[config.mk]
export PLATFORM = sky130hd
export DESIGN_NAME = y_edge_monitor
export DESIGN_NICKNAME = d
export VERILOG_FILES = /design/src/rtl/y_edge_monitor.sv
export SDC_FILE = /design/constraint.sdc
export NUM_CORES = 1
export LEC_CHECK = 0
export ABC_AREA = 1
export BUFFER_PORTS_ARGS = -buffer_cell sky130_fd_sc_hd__buf_2
export CORE_MARGIN = 2
export CORE_UTILIZATION = 57
export DETAILED_ROUTE_END_ITERATION = 12
export PLACE_DENSITY = 0.81
export SKIP_CTS_REPAIR_TIMING = 1
export SLEW_MARGIN = 40
export SYNTH_ARGS = -nofsm -noshare
export SYNTH_HDL_FRONTEND = slang
export SYNTH_SLANG_ARGS = --single-unit
[constraint.sdc]
create_clock -name clk -period 2.8 [get_ports clk]
set_clock_uncertainty 0.2 [all_clocks]
set_input_delay 0.84 -clock clk [delete_from_list [all_inputs] [get_ports clk]]
set_output_delay 0.84 -clock clk [all_outputs]
set_load 0.02 [all_outputs]
[src/rtl/y_edge_monitor.sv]
// y_edge_monitor: clocked observation point for the asynchronous a/b/c/d logic result.
// The input is synchronised, then debounced by a four-state filter. The block
// reports single-cycle rise/fall pulses and keeps a saturating count of rising
// edges, with a sticky overflow flag.
module y_edge_monitor #(
    parameter int SYNC_STAGES = 2,
    parameter int FILTER_LEN  = 4,
    parameter int CNT_WIDTH   = 8
) (
    input  logic                 clk,
    input  logic                 rst,
    input  logic                 y_in,
    input  logic                 clr,
    output logic                 y_filt,
    output logic                 rise_pulse,
    output logic                 fall_pulse,
    output logic [CNT_WIDTH-1:0] rise_cnt,
    output logic                 cnt_ovf
);

    // Filter counter is wide enough to hold FILTER_LEN, although it never exceeds FILTER_LEN-1.
    localparam int FW = $clog2(FILTER_LEN + 1);
    localparam logic [FW-1:0] FCNT_LAST = FW'(FILTER_LEN - 1);
    localparam logic [FW-1:0] FCNT_ONE  = FW'(1);
    // With a one-cycle filter a new level is accepted on the first cycle it is seen.
    localparam bit DIRECT = (FILTER_LEN == 1);
    localparam logic [CNT_WIDTH-1:0] CNT_MAX = {CNT_WIDTH{1'b1}};

    typedef enum logic [1:0] {
        ST_LO  = 2'd0,
        CHK_HI = 2'd1,
        ST_HI  = 2'd2,
        CHK_LO = 2'd3
    } state_t;

    // ------------------------------------------------------------------
    // Input synchroniser
    // ------------------------------------------------------------------
    logic [SYNC_STAGES-1:0] sync_reg;
    logic                   y_s;

    // First stage captures the raw asynchronous input.
    always_ff @(posedge clk) begin
        if (rst) begin
            sync_reg[0] <= 1'b0;
        end else begin
            sync_reg[0] <= y_in;
        end
    end

    generate
        for (genvar gi = 1; gi < SYNC_STAGES; gi++) begin : g_sync
            // Each later stage shifts the previous one along the chain.
            always_ff @(posedge clk) begin
                if (rst) begin
                    sync_reg[gi] <= 1'b0;
                end else begin
                    sync_reg[gi] <= sync_reg[gi-1];
                end
            end
        end
    endgenerate

    assign y_s = sync_reg[SYNC_STAGES-1];

    // ------------------------------------------------------------------
    // Filter state machine
    // ------------------------------------------------------------------
    state_t         state_reg;
    logic [FW-1:0]  fcnt_reg;
    logic           y_filt_reg;
    logic           rise_pulse_reg;
    logic           fall_pulse_reg;
    logic           rise_event;
    logic           fall_event;

    // Decode the edges on which the filtered level will change, shared by the FSM and the counter.
    always_comb begin
        rise_event = 1'b0;
        fall_event = 1'b0;
        case (state_reg)
            ST_LO:   rise_event = y_s && DIRECT;
            CHK_HI:  rise_event = y_s && (fcnt_reg == FCNT_LAST);
            ST_HI:   fall_event = !y_s && DIRECT;
            CHK_LO:  fall_event = !y_s && (fcnt_reg == FCNT_LAST);
            default: begin
                rise_event = 1'b0;
                fall_event = 1'b0;
            end
        endcase
    end

    // Debounce FSM with registered level and pulse outputs.
    always_ff @(posedge clk) begin
        if (rst) begin
            state_reg      <= ST_LO;
            fcnt_reg       <= '0;
            y_filt_reg     <= 1'b0;
            rise_pulse_reg <= 1'b0;
            fall_pulse_reg <= 1'b0;
        end else begin
            rise_pulse_reg <= rise_event;
            fall_pulse_reg <= fall_event;
            case (state_reg)
                ST_LO: begin
                    if (y_s) begin
                        if (DIRECT) begin
                            state_reg  <= ST_HI;
                            y_filt_reg <= 1'b1;
                        end else begin
                            state_reg <= CHK_HI;
                            fcnt_reg  <= FCNT_ONE;
                        end
                    end
                end
                CHK_HI: begin
                    if (!y_s) begin
                        // Short high glitch: drop back without reporting anything.
                        state_reg <= ST_LO;
                        fcnt_reg  <= '0;
                    end else if (fcnt_reg == FCNT_LAST) begin
                        state_reg  <= ST_HI;
                        fcnt_reg   <= '0;
                        y_filt_reg <= 1'b1;
                    end else begin
                        fcnt_reg <= fcnt_reg + FCNT_ONE;
                    end
                end
                ST_HI: begin
                    if (!y_s) begin
                        if (DIRECT) begin
                            state_reg  <= ST_LO;
                            y_filt_reg <= 1'b0;
                        end else begin
                            state_reg <= CHK_LO;
                            fcnt_reg  <= FCNT_ONE;
                        end
                    end
                end
                CHK_LO: begin
                    if (y_s) begin
                        // Short low glitch: return to the accepted high level.
                        state_reg <= ST_HI;
                        fcnt_reg  <= '0;
                    end else if (fcnt_reg == FCNT_LAST) begin
                        state_reg  <= ST_LO;
                        fcnt_reg   <= '0;
                        y_filt_reg <= 1'b0;
                    end else begin
                        fcnt_reg <= fcnt_reg + FCNT_ONE;
                    end
                end
                default: begin
                    state_reg  <= ST_LO;
                    fcnt_reg   <= '0;
                    y_filt_reg <= 1'b0;
                end
            endcase
        end
    end

    // ------------------------------------------------------------------
    // Rising-edge counter
    // ------------------------------------------------------------------
    logic [CNT_WIDTH-1:0] rise_cnt_reg;
    logic                 cnt_ovf_reg;

    // Saturating count of accepted rises; a clear coinciding with a rise counts that rise.
    always_ff @(posedge clk) begin
        if (rst) begin
            rise_cnt_reg <= '0;
            cnt_ovf_reg  <= 1'b0;
        end else if (rise_event) begin
            if (clr) begin
                rise_cnt_reg <= CNT_WIDTH'(1);
                cnt_ovf_reg  <= 1'b0;
            end else if (rise_cnt_reg == CNT_MAX) begin
                cnt_ovf_reg <= 1'b1;
            end else begin
                rise_cnt_reg <= rise_cnt_reg + CNT_WIDTH'(1);
            end
        end else if (clr) begin
            rise_cnt_reg <= '0;
            cnt_ovf_reg  <= 1'b0;
        end
    end

    assign y_filt     = y_filt_reg;
    assign rise_pulse = rise_pulse_reg;
    assign fall_pulse = fall_pulse_reg;
    assign rise_cnt   = rise_cnt_reg;
    assign cnt_ovf    = cnt_ovf_reg;

endmodule

==> results of run 1 <==
[path summary, 6_finish.rpt]
kind | cells after the start | to | slack (ns) | start
max | 1 | rise_cnt[2] | 0.81 | rise_cnt[2]
min | 2 | y_s | 0.21 | sync_reg[0]
max reg2reg | 7 | rise_cnt[5] | 1.15 | fcnt_reg[0]
min reg2reg | 2 | y_s | 0.21 | sync_reg[0]
[Yosys cell counts (2+ instances only)]
master | n | area [um^2]
nand4_1 | 2 | 12.5
nand3_1 | 11 | 55.1
dfxtp_1 | 19 | 380
nor2_4 | 2 | 22.5
nor2_1 | 20 | 75.1
ha_1 | 2 | 25.0
a21oi_1 | 7 | 35.0
nand2_1 | 29 | 109
nand2_2 | 3 | 18.8
inv_1 | 21 | 78.8
nor3_1 | 3 | 15.0
a211oi_1 | 3 | 22.5
nand3_4 | 2 | 35.0
[cell families (layout without fill, tap and decap cells)]
| kind of cell | after synthesis | after routing |
|---|---|---|
| and+or+nand+nor | 74 | 74 |
| buffers and inverters | 22 | 40 |
| DFF | 19 | 19 |
| AOI/OAI and AO/OA | 16 | 16 |
| adders and majority gates | 2 | 2 |
[metal layers]
layer | global-route usage | routed length, um | vias to the layer above
li1 | - | - | 463
met3 | 0.0280 | 86 | 4
met2 | 0.366 | 933 | 21
met1 | 0.297 | 885 | 401
met5 | 0 | 0 | -
met4 | 0.106 | 31 | 0
[where the power goes]
group	switching (uW)	total (uW)	internal (uW)
Clock	83.5	137	53.2
Sequential	2.93	276	273
Combinational	17.4	24.9	7.54
[final cells by class]
type / count / area [um^2] / share of cell area
clock buffer: 3 / 22.5 / 0.0209
sequential: 19 / 380 / 0.353
multi-input combinational: 92 / 494 / 0.459
inverter: 21 / 78.8 / 0.0733
clock inverter: 1 / 5.00 / 0.00465
tap: 16 / 20.0 / 0.0186
timing repair buffer: 15 / 75.1 / 0.0698
[per-stage QoR]
stage	instance area, um^2	instances	hold WS [ns]
2_1_floorplan	957	133	0.188
3_3_place_gp	1050	163	0.198
3_5_place_dp	1050	163	0.198
4_1_cts	1080	167	0.216
5_1_grt	1080	167	0.243
6_report	1080	167	0.213
[placed cells by master, fill, tap and decap left out]
| cell | n |
|---|---|
| dfxtp_1 | 19 |
| o21ai_4 | 1 |
| nor2_1 | 20 |
| nand4_1 | 2 |
| nand2_2 | 3 |
| ha_1 | 2 |
| nand2_4 | 1 |
| inv_1 | 21 |
| nand2_1 | 29 |
| nor2_4 | 2 |
| o21bai_1 | 1 |
| o211ai_1 | 1 |
| a211oi_1 | 3 |
| clkinv_2 | 1 |
| o21ai_0 | 1 |
| nand3_4 | 2 |
| a21oi_2 | 1 |
| a31oi_1 | 1 |
| nor3_1 | 3 |
| nor4_1 | 1 |
| clkbuf_4 | 3 |
| a21oi_1 | 7 |
| buf_2 | 15 |
| nand3_1 | 11 |
==> impl_metrics.py, run 1 <==
metrics = {
    "global_route": {
        "grt_pass1_wl_mm": 3.35,
        "antenna_found_initial": 0,
        "gr-total-overflow": 0,
        "grt_pass1_vias": 808,
        "grt_max_degree": 15,
        "grt_use_total": 0.225,
    },
    "floorplan": {
        "start_util": 0.621,
        "core-area_mm2": 0.00154,
        "dieArea_mm2": 0.00202,
        "die_y_um": 45.0,
        "io_pins": 16,
        "die_w_um": 45.0,
        "floorplan.rows": 14,
    },
    "run_status": {
        "outcome": "finished clean",
    },
    "layout": {
        "n_antenna_cell": 0,
        "largest_register_ffs": 8,
        "drive_gt1_frac": 0.192,
        "fin_nets": 158,
        "area_delta_synth_final_pct": 12.4,
        "nFillCells": 131,
        "fin_util": 0.698,
    },
    "clocking": {
        "cts_tree": "built",
        "clkSinkCount": 19,
        "htree_levels": 1,
        "numCtsBuffers": 3,
        "cts_buffer_depth": 2,
        "insertion_delay_ns": 0.29,
        "clkSlewWorstSetupHoldPaths_ns": 0.11,
        "cts_root_buffer": "clkbuf_4",
    },
    "sta": {
        "tightest_slew_ns": 0.310,
        "setup_viol_count_final": 0,
        "rsz0062_at_grt": "false",
        "fmax_mhz": 502,
        "finalCritPeriodShare": 0.712,
        "fin_setup_tns_ns": 0,
        "slew_viol_final": 0,
        "finalCriticalPeriod_ns": 1.99,
        "worst_slack_ns": 0.807,
        "max-slew-margin-rel": 0.793,
        "hold_viol_final": 0,
    },
    "power_and_ir_drop": {
        "peakVddDrop_uv": 319,
        "power_density_mw_per_mm2": 407,
        "power.total_uw": 438,
        "power.leakage_uw": 0.000449,
    },
    "worst_setup_path": {
        "crit_slowest_cell": "dfxtp_1",
        "criticalPathCategory": "reg2out",
        "cp.arrival_ns": 0.95,
        "cp_max_fo": 6,
        "cp_num_buf_inv": 1,
        "end_kind": "output port",
        "max_stage_delay_ns": 0.45,
        "crit_family": "flip-flops",
        "path_cells": "buf_2",
        "required_ns": 1.76,
        "critPathLaunchType": "flop",
    },
    "placement": {
        "io_buffers": 15,
        "preCtsSetupSlack_ns": 0.904,
        "globalplace.congestion": 0.886,
        "dp_hpwl_mm": 1.53,
    },
    "logic_synthesis": {
        "avgSynthCellArea_um2": 7.20,
        "synth-xor-area-share": 0,
        "synth_top_family_by_area": "simple AND/OR/NAND/NOR gates",
        "yosys.area_share.simple": 0.376,
        "synth-main-ff-cell": "dfxtp_1",
        "postSynthCellCount": 133,
        "synth-compound-area-share": 0.114,
        "yosysWarnings": 0,
        "ys_ff_latch": 19,
        "synth_cell_types": 22,
        "synth_fa_ha_area_frac": 0.0261,
        "synth-edff-count": 0,
        "syn-cell-area_um2": 957,
        "synth.area.mux_share": 0,
        "yosysSeqAreaShare": 0.397,
        "synthArstFlopShare": 0,
        "syn_nets": 139,
    },
    "route": {
        "remaining_drc_errors": 0,
        "wl_per_cell_um": 11.6,
        "via_per_inst": 5.32,
        "wl_mm": 1.94,
        "ant_nets": 0,
        "drt_iter0_drc": 28,
        "drt-pass1-iter-count": 5,
        "vias": 889,
    },
    "run": {
        "drv_cap": 0,
    },
    "min_path": {
        "min_path_type": "reg2reg",
    },
}
No activity file was read; power rests on OpenSTA's default activity.
==> run 2: changes to the inputs <==
--- a/config.mk
+++ b/config.mk
@@ -5,12 +5,12 @@
 export SDC_FILE = /design/constraint.sdc
 export NUM_CORES = 1
 export LEC_CHECK = 0
-export ABC_AREA = 1
+export ABC_AREA = 0
 export BUFFER_PORTS_ARGS = -buffer_cell sky130_fd_sc_hd__buf_2
 export CORE_MARGIN = 2
-export CORE_UTILIZATION = 57
+export CORE_UTILIZATION = 52
 export DETAILED_ROUTE_END_ITERATION = 12
-export PLACE_DENSITY = 0.81
+export PLACE_DENSITY = 0.75
 export SKIP_CTS_REPAIR_TIMING = 1
 export SLEW_MARGIN = 40
 export SYNTH_ARGS = -nofsm -noshare
==> constraint.sdc (replaced) <==
create_clock -name clk -period 2 [get_ports clk]
set_clock_uncertainty 0.2 [all_clocks]
set_input_delay 0.6 -clock clk [delete_from_list [all_inputs] [get_ports clk]]
set_output_delay 0.6 -clock clk [all_outputs]
set_load 0.02 [all_outputs]
==> impl_metrics.py, run 2 <==
metrics = {
    "run_status": {
        "outcome": "finished clean",
    },
    "worst_setup_path": {
        "cp_num_buf_inv": 1,
        "cp_max_fo": 7,
        "critPathLaunchType": "flop",
        "cp.arrival_ns": 1.03,
        "crit_family": "flip-flops",
        "required_ns": 1.20,
        "criticalPathCategory": "reg2out",
        "reg2regPathDepth": 5,
        "crit_slowest_cell": "dfxtp_1",
        "cp.depth": 1,
        "max_stage_delay_ns": 0.50,
        "end_kind": "output port",
        "path_cells": "buf_2",
    },
    "sta": {
        "finalCriticalPeriod_ns": 1.83,
        "worst_slack_ns": 0.167,
        "finalCritPeriodShare": 0.917,
        "max-slew-margin-rel": 0.775,
        "whs_ns": 0.248,
        "fmax_mhz": 545,
        "fin_setup_tns_ns": 0,
        "setup_viol_count_final": 0,
        "rsz0062_at_grt": "false",
        "tightest_slew_ns": 0.335,
        "hold_viol_final": 0,
        "slew_viol_final": 0,
    },
    "clocking": {
        "clkSinkCount": 19,
        "insertion_delay_ns": 0.31,
        "cts_buffer_depth": 2,
        "numCtsBuffers": 3,
        "htree_levels": 1,
        "cts_root_buffer": "clkbuf_4",
        "clkSlewWorstSetupHoldPaths_ns": 0.11,
        "cts_tree": "built",
    },
    "layout": {
        "drive_gt1_frac": 0.255,
        "multi_input_area_um2": 497,
        "fin_nets": 113,
        "final_common_cell": "dfxtp_1",
        "most-common-layout-cells": "dfxtp_1, buf_2, nor2_1",
        "final_cells": 122,
        "area_delta_synth_final_pct": 12.6,
        "n_antenna_cell": 0,
        "nFillCells": 142,
        "seqCellArea_um2": 380,
        "largest_register_ffs": 8,
    },
    "logic_synthesis": {
        "ys_top_cells_by_area": "dfxtp_1, nor2_1, a2111oi_4",
        "synth_top_area_cell": "dfxtp_1",
        "synthArstFlopShare": 0,
        "yosysMostFrequentCell": "dfxtp_1",
        "synth_commonest_cells": "dfxtp_1, nor2_1, nand2_1",
        "avgSynthCellArea_um2": 9.93,
        "synth-main-ff-cell": "dfxtp_1",
        "yosysSeqAreaShare": 0.426,
        "syn_nets": 96,
        "ys_ff_latch": 19,
        "synth_top_family_by_area": "simple AND/OR/NAND/NOR gates",
        "yosys.area_share.simple": 0.298,
        "synth_cell_types": 37,
        "synth-xor-area-share": 0.0588,
        "synth-compound-area-share": 0.148,
        "syn-cell-area_um2": 893,
        "synth-edff-count": 0,
        "synth.top_cell.area_share": 0.426,
        "synth.area.mux_share": 0.0224,
        "synth_fa_ha_area_frac": 0.0280,
        "yosysWarnings": 0,
        "postSynthCellCount": 90,
    },
    "floorplan": {
        "core-area_mm2": 0.00156,
        "io_pins": 16,
        "die_y_um": 45.5,
        "floorplan.rows": 14,
        "start_util": 0.573,
        "dieArea_mm2": 0.00207,
        "die_w_um": 45.5,
    },
    "route": {
        "wl_mm": 1.69,
        "remaining_drc_errors": 0,
        "ant_nets": 0,
        "vias": 712,
        "wl_per_cell_um": 13.8,
        "drt_iter0_drc": 7,
        "via_per_inst": 5.84,
        "drt-pass1-iter-count": 4,
    },
    "power_and_ir_drop": {
        "power_density_mw_per_mm2": 617,
        "p_comb_frac": 0.047,
        "p_int_uw": 472,
        "power.leakage_uw": 0.000447,
        "peakVddDrop_uv": 507,
        "switching_share": 0.240,
        "p_sw_uw": 149,
        "p_seq_frac": 0.627,
        "clkPwrFrac": 0.326,
    },
    "run": {
        "drv_cap": 0,
    },
    "global_route": {
        "gr-total-overflow": 0,
        "grt_max_degree": 14,
        "use_met2": 0.341,
        "grtUsageMet1": 0.235,
        "grt_use_total": 0.199,
        "busiest_layer": "met2",
        "grt_pass1_vias": 649,
        "antenna_found_initial": 0,
        "grtUsageMet3": 0.0635,
        "grt_pass1_wl_mm": 2.94,
    },
    "placement": {
        "dp_hpwl_mm": 1.28,
        "globalplace.congestion": 0.808,
        "dp.cells": 118,
        "io_buffers": 15,
        "preCtsSetupSlack_ns": 0.263,
    },
    "min_path": {
        "hold_depth": 1,
        "min_path_type": "reg2reg",
    },
}
run 2: worst reg2reg max path: cells and delay by family, from the launching register on:
kind            cells  cell delay (ns)
simple gates        2             0.44
flops               1             0.40
fa+ha+maj           1             0.24
compound gates      1             0.20
mux                 1             0.18
run 2: kinds of logic after synthesis:
family | after synthesis
buffers and inverters | 4
XOR/XNOR | 6
adder cells (fa/ha/maj) | 2
flip-flops | 19
multiplexers | 2
AO/OA/AOI/OAI | 15
AND/OR/NAND/NOR | 42
run 2: path summary, 6_finish.rpt:
check | slack (ns) | to | start
min | 0.25 | y_s | sync_reg[0]
min reg2reg | 0.25 | y_s | sync_reg[0]
max | 0.17 | rise_cnt[2] | rise_cnt[2]
max reg2reg | 0.25 | rise_cnt[1] | fcnt_reg[0]
run 2: metrics by stage:
stage          instance area, um^2   util  total power [uW]
2_1_floorplan                  893      -               417
4_1_cts                       1010  0.645               630
3_3_place_gp                   976  0.626               426
5_1_grt                       1010  0.645               655
6_report                      1010  0.645               621
3_5_place_dp                   976  0.626               427
run 2: final cells by class:
type,instances,area share
Clock inverter,1,0.00746
Multi-Input combinational cell,67,0.494
Timing Repair Buffer,15,0.0746
Inverter,1,0.00373
Tap cell,16,0.0199
Sequential cell,19,0.378
Clock buffer,3,0.0224
run 2: power groups by stage:
stage               sequential [uW]  clock, uW  combinational (uW)
finish                          389        202                29.0
global route                    390        232                32.4
CTS                             389        211                29.4
detailed placement              398          0                29.3
global placement                397          0                28.3
floorplan                       399          0                18.1
run 2: metal layers:
layer / up-vias / wire, um
met1: 336 / 732
met4: 0 / 13
met2: 14 / 876
met3: 2 / 63
met5: - / 0
li1: 360 / -
==> run 3: changes to the inputs <==
--- a/config.mk
+++ b/config.mk
@@ -8,9 +8,11 @@
 export ABC_AREA = 0
 export BUFFER_PORTS_ARGS = -buffer_cell sky130_fd_sc_hd__buf_2
 export CORE_MARGIN = 2
-export CORE_UTILIZATION = 52
+export CORE_UTILIZATION = 56
+export CTS_BUF_LIST = sky130_fd_sc_hd__clkbuf_2 sky130_fd_sc_hd__clkbuf_4 sky130_fd_sc_hd__clkbuf_8
 export DETAILED_ROUTE_END_ITERATION = 12
-export PLACE_DENSITY = 0.75
+export MAX_ROUTING_LAYER = met4
+export PLACE_DENSITY = 0.8
 export SKIP_CTS_REPAIR_TIMING = 1
 export SLEW_MARGIN = 40
 export SYNTH_ARGS = -nofsm -noshare
==> impl_metrics.py, run 3 (synthesis gave the netlist of run 2 again) <==
metrics = {
    "run_status": {
        "outcome": "finished clean",
    },
    "worst_setup_path": {
        "r2r_slack_ns": 0.23,
        "critPathLaunchType": "flop",
        "crit_slowest_cell": "dfxtp_1",
        "cp.depth": 1,
        "r2r_end": "rise_cnt[7]",
        "cp.arrival_ns": 1.01,
        "r2r-start": "rise_cnt[0]",
        "path_cells": "buf_2",
        "cp_max_fo": 7,
        "max_stage_delay_ns": 0.49,
        "end_kind": "output port",
        "required_ns": 1.20,
        "crit_family": "flip-flops",
        "cp_num_buf_inv": 1,
        "crit_start": "rise_cnt[2]",
        "reg2regPathDepth": 5,
        "criticalPathCategory": "reg2out",
        "endpoint": "rise_cnt[2]",
    },
    "clocking": {
        "insertion_delay_ns": 0.29,
        "numCtsBuffers": 3,
        "cts_tree": "built",
        "htree_levels": 1,
        "cts_root_buffer": "clkbuf_4",
        "clkSinkCount": 19,
        "cts_buffer_depth": 2,
        "clkSlewWorstSetupHoldPaths_ns": 0.11,
    },
    "layout": {
        "largest_register_ffs": 8,
        "nFillCells": 129,
        "area_delta_synth_final_pct": 12.6,
        "fin_nets": 113,
        "final_common_cell": "dfxtp_1",
        "n_antenna_cell": 0,
        "most-common-layout-cells": "dfxtp_1, buf_2, nor2_1",
        "fin_util": 0.668,
        "drive_gt1_frac": 0.255,
        "final_cells": 122,
    },
    "placement": {
        "dp.cells": 118,
        "globalplace.congestion": 0.828,
        "io_buffers": 15,
        "preCtsSetupSlack_ns": 0.252,
        "dp_hpwl_mm": 1.22,
    },
    "floorplan": {
        "dieArea_mm2": 0.00193,
        "floorplan.rows": 14,
        "start_util": 0.593,
        "die_w_um": 43.9,
        "core-area_mm2": 0.00151,
        "io_pins": 16,
        "die_y_um": 43.9,
    },
    "global_route": {
        "antenna_found_initial": 0,
        "grt_pass1_vias": 678,
        "grt_max_degree": 14,
        "grt_pass1_wl_mm": 2.85,
        "gr-total-overflow": 0,
        "grt_use_total": 0.202,
    },
    "sta": {
        "finalCriticalPeriod_ns": 1.81,
        "hold_viol_final": 0,
        "slew_viol_final": 0,
        "worst_slack_ns": 0.195,
        "setup_viol_count_final": 0,
        "tightest_slew_ns": 0.384,
        "finalCritPeriodShare": 0.903,
        "fin_setup_tns_ns": 0,
        "rsz0062_at_grt": "false",
        "fmax_mhz": 554,
        "max-slew-margin-rel": 0.743,
    },
    "route": {
        "vias": 719,
        "drt_iter0_drc": 9,
        "ant_nets": 0,
        "drt-pass1-iter-count": 4,
        "via_per_inst": 5.89,
        "wl_mm": 1.71,
        "remaining_drc_errors": 0,
        "wl_per_cell_um": 14.0,
    },
    "run": {
        "drv_cap": 0,
    },
    "power_and_ir_drop": {
        "peakVddDrop_uv": 430,
        "power_density_mw_per_mm2": 616,
        "power.leakage_uw": 0.000451,
        "power.total_uw": 620,
    },
    "min_path": {
        "min_path_type": "reg2reg",
    },
}
## run 3: cell types whose count changed in the layout (fill, tap and decap cells not counted)
cell | previous run | this run
clkbuf_4 | 3 | 4
clkinvlp_4 | 1 | 0
## run 3: worst min-delay path by stage
stage,from,end,cells past startpoint
floorplan,sync_reg[0],y_s,1
global placement,sync_reg[0],y_s,1
detailed placement,sync_reg[0],y_s,1
CTS,sync_reg[0],y_s,1
global route,sync_reg[0],y_s,1
finish,sync_reg[0],y_s,1
## run 3: cell type report
class	instances	area, um^2	share of cell area
timing repair buffer	15	75.1	0.0746
tap	16	20.0	0.0199
inverter	1	3.75	0.00373
sequential	19	380	0.378
multi-input combinational	67	497	0.494
clock buffer	4	30.0	0.0299
## run 3: through the flow
step | cell area, um^2 | hold WS [ns]
after floorplan | 893 | 0.214
after global placement | 976 | 0.217
after detailed placement | 976 | 0.231
after CTS | 1010 | 0.256
after global routing | 1010 | 0.262
final | 1010 | 0.249
## run 3: layer usage
metal | vias up | part of all wire | track usage
li1 | 363 | - | -
met1 | 345 | 0.45 | 0.226
met2 | 9 | 0.52 | 0.359
met3 | 2 | 0.021 | 0.0375
met4 | 0 | 0.0076 | 0.0606
met5 | - | 0 | -
## run 3: power breakdown
| group | total [uW] | switching (uW) | internal [uW] |
|---|---|---|---|
| Clock | 202 | 111 | 90.9 |
| Sequential | 389 | 5.38 | 384 |
| Combinational | 29.4 | 17.8 | 11.5 |
